### config.mk
export PLATFORM = sky130hd
export DESIGN_NAME = chunked_seq_adder
export DESIGN_NICKNAME = d
export VERILOG_FILES = /design/src/rtl/chunked_seq_adder.sv
export SDC_FILE = /design/constraint.sdc
export NUM_CORES = 1
export LEC_CHECK = 0
export CAP_MARGIN = 40
export CORE_MARGIN = 4
export CORE_UTILIZATION = 30
export DETAILED_ROUTE_END_ITERATION = 10
export GPL_TIMING_DRIVEN = 0
export SLEW_MARGIN = 30
export SYNTH_ARGS = -nofsm -noshare
export SYNTH_HDL_FRONTEND = slang
export SYNTH_SLANG_ARGS = --single-unit
### constraint.sdc
create_clock -name clk -period 3.31 [get_ports clk]
set_input_delay 0.993 -clock clk [delete_from_list [all_inputs] [get_ports clk]]
set_output_delay 0.993 -clock clk [all_outputs]
set_load 0.005 [all_outputs]
### src/rtl/chunked_seq_adder.sv
// rtl/chunked_seq_adder.sv - multi-cycle chunked WIDTH-bit adder/subtractor with valid/ready handshakes
//
// Purpose: adds (or subtracts) two WIDTH-bit operands CHUNK bits per clock. A
// single CHUNK-bit adder is reused across the word, with the carry held in a
// register between chunks.
//
// Ports:
//   clk        rising-edge clock
//   rst_n      asynchronous active-low reset
//   in_valid   operand request
//   in_ready   block can accept operands (state IDLE)
//   a, b       operands, sampled only on the accept edge
//   cin        carry-in, used only when sub=0
//   sub        0: a+b+cin, 1: a-b (a+~b+1)
//   out_valid  result available (state DONE)
//   out_ready  consumer accepts result
//   sum        result modulo 2^WIDTH
//   cout       carry out of bit WIDTH-1; for sub, 1 means no borrow
//   ovf        two's-complement signed overflow
//   busy       high in RUN or DONE
module chunked_seq_adder #(
  parameter int WIDTH = 16,
  parameter int CHUNK = 4
) (
  input  logic             clk,
  input  logic             rst_n,
  input  logic             in_valid,
  output logic             in_ready,
  input  logic [WIDTH-1:0] a,
  input  logic [WIDTH-1:0] b,
  input  logic             cin,
  input  logic             sub,
  output logic             out_valid,
  input  logic             out_ready,
  output logic [WIDTH-1:0] sum,
  output logic             cout,
  output logic             ovf,
  output logic             busy
);

  localparam int NCHUNK = WIDTH / CHUNK;
  localparam int IW     = (NCHUNK > 1) ? $clog2(NCHUNK) : 1;
  localparam logic [IW-1:0] LAST_IDX = IW'(NCHUNK - 1);

  if (CHUNK < 1 || WIDTH < 1 || (WIDTH % CHUNK) != 0) begin : g_bad_params
    $error("chunked_seq_adder: WIDTH must be a positive multiple of CHUNK");
  end

  typedef enum logic [1:0] {
    IDLE = 2'd0,
    RUN  = 2'd1,
    DONE = 2'd2
  } state_t;

  state_t           state;
  logic [WIDTH-1:0] opa;
  logic [WIDTH-1:0] opb;
  logic             carry;
  logic [IW-1:0]    idx;

  logic [CHUNK-1:0] chunk_a;
  logic [CHUNK-1:0] chunk_b;
  logic [CHUNK:0]   chunk_sum;

  // The one narrow adder shared by every chunk of the word.
  always_comb begin
    chunk_a   = opa[idx*CHUNK +: CHUNK];
    chunk_b   = opb[idx*CHUNK +: CHUNK];
    chunk_sum = {1'b0, chunk_a} + {1'b0, chunk_b} + {{CHUNK{1'b0}}, carry};
  end

  always_ff @(posedge clk or negedge rst_n) begin
    if (!rst_n) begin
      state <= IDLE;
      opa   <= '0;
      opb   <= '0;
      carry <= 1'b0;
      idx   <= '0;
      sum   <= '0;
      cout  <= 1'b0;
      ovf   <= 1'b0;
    end else begin
      case (state)
        IDLE: begin
          if (in_valid) begin
            opa   <= a;
            // Subtraction is a + ~b + 1: invert b here and seed the carry with 1.
            opb   <= sub ? ~b : b;
            carry <= sub | cin;
            idx   <= '0;
            sum   <= '0;
            state <= RUN;
          end
        end
        RUN: begin
          sum[idx*CHUNK +: CHUNK] <= chunk_sum[CHUNK-1:0];
          carry                   <= chunk_sum[CHUNK];
          idx                     <= idx + 1'b1;
          if (idx == LAST_IDX) begin
            idx   <= '0;
            state <= DONE;
            cout  <= chunk_sum[CHUNK];
            // Overflow when both addends share a sign the result does not.
            // opb already holds ~b for sub, so one rule covers add and sub.
            ovf   <= (opa[WIDTH-1] == opb[WIDTH-1]) &&
                     (chunk_sum[CHUNK-1] != opa[WIDTH-1]);
          end
        end
        DONE: begin
          if (out_ready) begin
            state <= IDLE;
          end
        end
        default: begin
          state <= IDLE;
        end
      endcase
    end
  end

  assign in_ready  = (state == IDLE);
  assign busy      = (state != IDLE);
  assign out_valid = (state == DONE);

endmodule
### Word level (Yosys, flattened, before mapping)

Cells that the tools add are included.

* flip-flop bits (word level): 55
* output and inout bits: 21

* add/sub/neg operators: 4
* equal/unequal tests: 8
* shift-type cells: 4
* mux-type cells: 13
* bitwise gates (word level): 2
* reductions and logical operators: 8

Operators with widths (count)
* negator 4 -> 34 bit: 1
* variable shift 4 x 34 -> 16 bit (first input constant): 1
* indexed part select 4 x 34 -> 16 bit: 1
* 2-to-1 mux 16 bit: 2
* one-hot mux 16 bit (2 select lines): 1
* indexed part select 16 x 5 -> 4 bit: 2
* bitwise mux 16 bit: 1
* NOT 16 bit: 1
* 2-to-1 mux 2 bit: 5
* one-hot mux 2 bit (3 select lines): 1
* AND reduction 2 bit: 3
* adder 4 x 4 -> 5 bit: 1
* adder 5 x 1 -> 5 bit: 1
* == test 2 bit (second input constant): 2
* inequality test 2 bit (second input constant): 2
* one-hot mux 2 bit (2 select lines): 1
* nonzero test 2 bit: 2
* AND reduction 3 bit: 1
* adder 2 x 1 -> 2 bit (second input constant): 1
* == test 2 x 1 -> 1 bit (second input constant): 1
* logical NOT 2 bit: 1
* inequality test 2 x 1 -> 1 bit (second input constant): 1
* one-hot mux 1 bit (2 select lines): 1
* == test 1 bit: 1
* other kinds (4): 4

### Depth between registers and ports, before layout

Gate-level depths: netlist of run 1.

* depth after elaboration: 6
* mapped depth: 9
* mapped depth without buffers: 8

### Worst setup path after synthesis of run 1

OpenSTA, ideal clock, no wires.

* path kind: register to register
* start: register idx[0]
* end: register ovf
* setup time: 0.088 ns
* arrival time: 2.503 ns
* required time: 3.222 ns
* setup slack: 0.718 ns
* stages on the path, launching flop included: 8
* path through: dfrtp_1 buf_2 mux4_2 fa_1 nand3_1 a21oi_1 or4_1 a41oi_1

* longest elaborated chain between the ends: 5
* elaborated cells on any way between the ends: 8
* classes of those cells: add/sub: 2; eq/ne: 2; shift: 2; reduce/logical: 2

Ends and longest elaborated chain
* start, declared: line 59 `logic [IW-1:0] idx;`
* start signal, assigned: line 98 `idx <= idx + 1'b1;`
* indexed part select 16 x 5 -> 4 bit (on tied branches): line 67, 68
* adder 4 x 4 -> 5 bit: line 69 `chunk_sum = {1'b0, chunk_a} + {1'b0, chunk_b} + {{CHUNK{1'b0}}, carry};`
* adder 5 x 1 -> 5 bit: line 69
* inequality test 1 bit: line 106 `(chunk_sum[CHUNK-1] != opa[WIDTH-1]);`
* logical AND 1 bit: line 105 `ovf <= (opa[WIDTH-1] == opb[WIDTH-1]) &&`
* end signal, assigned: line 105
* end, declared: line 37 `output logic ovf,`

Several ways; a longest one is shown, not always the timed one.
A chain may end at the register's enable or synchronous reset.

### Final worst setup path of run 1

* start: register idx[0]
* end: register cout

* longest elaborated chain between the ends: 3
* elaborated cells on any way between the ends: 6
* classes of those cells: add/sub: 2; eq/ne: 1; shift: 2; reduce/logical: 1

Ends and longest elaborated chain
* indexed part select 16 x 5 -> 4 bit (on tied branches): line 67, 68
* adder 4 x 4 -> 5 bit: line 69
* adder 5 x 1 -> 5 bit: line 69
* end signal, assigned: line 102 `cout <= chunk_sum[CHUNK];`
* end, declared: line 36 `output logic cout,`

Several ways; a longest one is shown, not always the timed one.

==> results of run 1 <==
==> metrics by stage <==
step           instances  power (mW)  hold WS, ns  area (µm²)  setup WS [ns]
6_report             391       3.376       0.4884        3493         0.3497
5_1_grt              391       3.669       0.5168        3493         0.1500
4_1_cts              391       3.421       0.4908        3493         0.3096
3_5_place_dp         383       3.058       0.4695        3412         0.3272
3_3_place_gp         382       3.005       0.4584        3395        -0.4399
2_1_floorplan        217       2.375       0.4446        2689         0.7182
==> Yosys cell counts, drive strengths merged, types with 2 or more instances <==
master,n,share of area
inv,10,0.014
a21o,5,0.014
buf,8,0.024
o211ai,2,0.0074
dfrtp,55,0.51
clkbuf,4,0.0056
mux4,8,0.067
nor2,2,0.0028
a21oi,4,0.0074
nand2,23,0.032
o31ai,2,0.0056
nor4b,3,0.014
xnor2,17,0.055
nand3,2,0.0037
ha,7,0.033
fa,2,0.015
a22o,16,0.052
mux2,16,0.067
o21ai,20,0.037
nand2b,3,0.0070
==> area by class of cell <==
| type | instances | area share |
|---|---|---|
| flip-flops and latches | 55 | 0.3940 |
| well taps | 108 | 0.03868 |
| plain buffers | 12 | 0.02292 |
| repair buffers | 58 | 0.1683 |
| inverters | 10 | 0.01074 |
| clock inverters | 1 | 0.001433 |
| clock buffers | 7 | 0.02185 |
| multi-input cells | 140 | 0.3420 |
==> flip-flops by register name, summed over array words and instances, names as in the netlist <==
register  flops
cout          1
idx           2
opa          16
carry         1
ovf           1
sum          16
opb          16
state         2
==> per-layer routing <==
metal  part of all wire  global-route usage  vias up
li1                   -                   -      900
met1               0.46              0.1556      908
met2               0.47              0.2085       48
met4              0.012             0.03633        0
met5                  0                   0        -
met3              0.059             0.02977        4
==> worst min-delay path by stage <==
stage	from	to	slack, ns	cells past startpoint
floorplan	opb[10]$_DFFE_PN0P_	opb[10]$_DFFE_PN0P_	0.44	2
global placement	opb[14]$_DFFE_PN0P_	opb[14]$_DFFE_PN0P_	0.46	2
detailed placement	opb[13]$_DFFE_PN0P_	opb[13]$_DFFE_PN0P_	0.47	2
CTS	opb[13]$_DFFE_PN0P_	opb[13]$_DFFE_PN0P_	0.49	2
global route	opb[8]$_DFFE_PN0P_	opb[8]$_DFFE_PN0P_	0.52	2
finish	opb[8]$_DFFE_PN0P_	opb[8]$_DFFE_PN0P_	0.49	2
==> worst max-delay path, cell delays in order, from the launching register on <==
cell and delay [ns]:
dfrtp_1 0.54, buf_2 0.38, mux4_2 0.59, fa_1 0.43
inv_1 0.08, fa_1 0.20, inv_1 0.05, a21o_1 0.17
a21oi_1 0.27, o21ai_0 0.12
==> power by group through the flow <==
stage          registers (mW)  logic, mW  clock network (mW)
2_1_floorplan            1.11       1.26                   0
3_3_place_gp             1.15       1.86                   0
4_1_cts                  1.15       1.90               0.370
3_5_place_dp             1.16       1.90                   0
5_1_grt                  1.18       2.09               0.396
6_report                 1.14       1.88               0.357
==> logic make-up (layout without fill, tap and decap cells) <==
family	after synthesis	count (layout)
AO/OA/AOI/OAI	50	50
XOR/XNOR	17	17
multiplexers	24	24
flip-flops	55	55
buffers and inverters	22	88
AND/OR/NAND/NOR	40	40
adder cells (fa/ha/maj)	9	9
==> impl_metrics.ini, run 1 <==
[outcome]
status = finished clean

[placement]
numPortBuffers = 57
gp_congestion = 0.8212
dp_hpwl_mm = 4.589

[floorplan]
io_pins = 59
start_util = 0.3083
fp-row-count = 34
die_w_um = 102.7
core-area_um2 = 8721
dieHeight_um = 102.7
die-area_um2 = 10540

[global_route]
grt_pass1_wl_mm = 9.922
grt_max_degree = 32
overflow = 0
grt_pass1_vias = 1988
track_usage = 0.1229
antenna_found_initial = 0

[sta]
final.setup.tns_ns = 0
fin_worst_skew_ns = 0.004600
fmax_mhz = 337.8
fin_crit_ns = 2.960
finalSetupViolCount = 0
min_period_over_period = 0.8943
maxSlewHeadroom = 0.5386
drv_slew = 0
hold_viol_final = 0
max_slew.worst_pin.slew_ns = 0.6825
grt_setup_unrepaired = no

[worst_setup_path]
timing.rr.end = cout$_DFFE_PN0P_
ff2ff_setup_slack_ns = 0.35
critical_path_class = flop to flop
rr_startpoint = idx[0]$_DFFE_PN0P_
cp_data_required_time_ns = 3.49
worstPathArrival_ns = 3.14
worstSetupEndpoint = cout$_DFFE_PN0P_
ff2ff_path_depth = 9
endpoint_kind = flop
path_max_fanout = 10
startpoint = idx[0]$_DFFE_PN0P_
crit_path_start_kind = flop

[detailed_routing]
dr.pass1.iters = 4
drtIter0Drc = 88
routedWlPerCell_um = 15.43
vias_per_cell = 4.757
drc = 0
vias = 1860
drtAntennaViolNets = 0
drt-total-wl_mm = 6.034

[synth]
synth_xor_area_frac = 0.05537
synth-simple-area-share = 0.08050
synth_edf_count = 0
ys_seq_elements = 55
synth_top_family_by_area = multiplexers
synthesis.area_um2 = 2689
async_reset_ff_frac = 1.000
synthFlopType = dfrtp_1
yosys.cell_types.count = 32
synth.net_count = 264
synth-seq-area-share = 0.5119
synthAdderAreaFrac = 0.04746
postSynthCellCount = 217
synth.avg_cell_area_um2 = 12.39
synthMuxAreaShare = 0.1340
yosysWarningCount = 0
synth_compound_area_frac = 0.1270

[clock_tree]
clock_sinks = 55
cts.reportedPaths.clkPinSlew_ns = 0.09
cts_resized = 0
cts_buffers = 5
cts_htree_levels = 2
cts_buffer_depth = 2
cts-root-buf = clkbuf_8
cts_tree = yes
hold_buffers = 0
post_cts_buffers = 0
clock_latency_ns = 0.31

[power]
power_frac_clock = 0.106
power.density_nw_per_um2 = 966.5
pwr-share-seq = 0.338
ir_drop_mv = 0.3745
power_switching_mw = 1.358
comb_power_share = 0.556
switching_share = 0.4021
leakage_nw = 1.498
p_int_mw = 2.018

[finish]
regArea_um2 = 1376
fillers = 834
multiInputGateArea_um2 = 1195
drive_gt1_frac = 0.1590
fin_nets = 329
final_common_cell = clkdlybuf4s50_1
area_growth_pct = 29.92
final_cell_mix = clkdlybuf4s50_1 (56), dfrtp_1 (55), nand2_1 (23)
antenna-diode-count = 0
final_core_util = 0.4006

[job]
drv_cap = 0

[hold_path]
hold_path.class = flop to flop
Note: power is estimated with default switching activity, not from simulation.
==> run 2: changes to the inputs <==
CORE_UTILIZATION = 45   (was 30)
PLACE_DENSITY = 0.72   (was not set)
==> impl_metrics.ini, run 2 (synthesis gave the netlist of run 1 again) <==
[outcome]
status = finished clean

[floorplan]
fp-row-count = 27
start_util = 0.4766
dieHeight_um = 85.30
io_pins = 59
die_w_um = 85.30
die-area_um2 = 7276
core-area_um2 = 5642

[sta]
drv_slew = 0
min_period_over_period = 0.8914
fin_worst_skew_ns = 0.004539
maxSlewHeadroom = 0.5089
fin_ws_ns = 0.3595
fin_crit_ns = 2.951
finalSetupViolCount = 0
grt_setup_unrepaired = no
fmax_mhz = 338.9
max_slew.worst_pin.slew_ns = 0.7264
hold_viol_final = 0

[worst_setup_path]
slowest_delay_ns = 0.56
worstPathArrival_ns = 3.17
crit_path_start_kind = flop
slowest_stage = mux4_2
cp_data_required_time_ns = 3.53
cp_common_cell = a21oi_1
path_max_fanout = 10
endpoint_kind = flop
ff2ff_path_depth = 7
critical_path_class = flop to flop
cp_cell_sequence = buf_2 > mux4_2 > ha_1 > a21oi_1 > a21oi_1 > or4_1 > a41oi_1

[clock_tree]
hold_buffers = 0
clock_sinks = 55
post_cts_buffers = 0
cts_tree = yes
cts_resized = 0
cts_htree_levels = 2
clock_latency_ns = 0.30
cts.reportedPaths.clkPinSlew_ns = 0.09
cts-root-buf = clkbuf_8
cts_buffers = 5
cts_buffer_depth = 2

[finish]
drive_gt1_frac = 0.1566
final_area_um2 = 3440
final_cell_mix = clkdlybuf4s50_1 (56), dfrtp_1 (55), nand2_1 (23)
final_common_cell = clkdlybuf4s50_1
fin_cells = 353
fin_nets = 329
final_core_util = 0.6097
largestRegisters = opa x16, opb x16, sum x16
area_growth_pct = 27.92
antenna-diode-count = 0
fillers = 476

[global_route]
grt_max_degree = 35
track_usage = 0.1631
grt_pass1_vias = 2015
antenna_found_initial = 0
overflow = 0
grt_pass1_wl_mm = 9.473

[power]
finalPower_mw = 3.355
ir_drop_mv = 0.6073
power.density_nw_per_um2 = 975.3
leakage_nw = 1.493

[hold_path]
hold_depth = 2
hold_path.class = flop to flop

[placement]
numPortBuffers = 57
gp_congestion = 0.8218
dp.cells = 347
place_ws_ns = 0.3857
dpl_cell_area_um2 = 3367
dp_hpwl_mm = 4.267

[detailed_routing]
vias_per_cell = 5.314
drtIter0Drc = 85
drc = 0
routedWlPerCell_um = 15.76
drtAntennaViolNets = 0
dr.pass1.iters = 4
vias = 1876
drt-total-wl_mm = 5.563

[job]
drv_cap = 0
==> run 2: power by group <==
group	switching, mW	internal (mW)	leakage [nW]	total (mW)
Combinational	0.974	0.901	0.762	1.88
Sequential	0.173	0.970	0.694	1.14
Clock	0.195	0.142	0.0371	0.336
==> run 2: per-stage QoR <==
step,setup TNS [ns],hold slack [ns]
2_1_floorplan,0,0.4446
3_3_place_gp,-22.73,0.4559
3_5_place_dp,0,0.4715
4_1_cts,0,0.4921
5_1_grt,0,0.5211
6_report,0,0.4873
==> run 2: metal layers <==
| layer | up-vias | wire (µm) | GRT usage | part of all wire |
|---|---|---|---|---|
| met3 | 8 | 327 | 0.03786 | 0.059 |
| met1 | 913 | 2443 | 0.2102 | 0.44 |
| met4 | 0 | 61 | 0.03741 | 0.011 |
| li1 | 899 | - | - | - |
| met2 | 56 | 2731 | 0.2790 | 0.49 |
| met5 | - | 0 | 0 | 0 |
==> run 2: critical path, delay by kind of cell, from the launching register on <==
kind,cells,cell delay [ns]
flip-flops,1,0.54
multiplexers,1,0.56
buffers and inverters,1,0.39
AND/OR/NAND/NOR,1,0.47
adder cells (fa/ha/maj),1,0.37
AO/OA/AOI/OAI,3,0.55
==> run 2: worst paths after layout <==
check                                    from            endpoint  slack, ns
min in group asynchronous               rst_n  opa[0]$_DFFE_PN0P_       0.56
hold / removal             opb[8]$_DFFE_PN0P_  opb[8]$_DFFE_PN0P_       0.49
hold reg to reg            opb[8]$_DFFE_PN0P_  opb[8]$_DFFE_PN0P_       0.49
max in group asynchronous               rst_n  opb[0]$_DFFE_PN0P_       2.28
setup / recovery           idx[0]$_DFFE_PN0P_     ovf$_DFFE_PN0P_       0.36
setup reg to reg           idx[0]$_DFFE_PN0P_     ovf$_DFFE_PN0P_       0.36
==> run 2: layout make-up <==
class | count | area (µm²) | area share
flip-flops and latches | 55 | 1376 | 0.4001
multi-input cells | 140 | 1195 | 0.3474
repair buffers | 58 | 588.1 | 0.1710
well taps | 72 | 90.09 | 0.02619
plain buffers | 12 | 80.08 | 0.02328
clock buffers | 6 | 72.57 | 0.02110
inverters | 10 | 37.54 | 0.01091
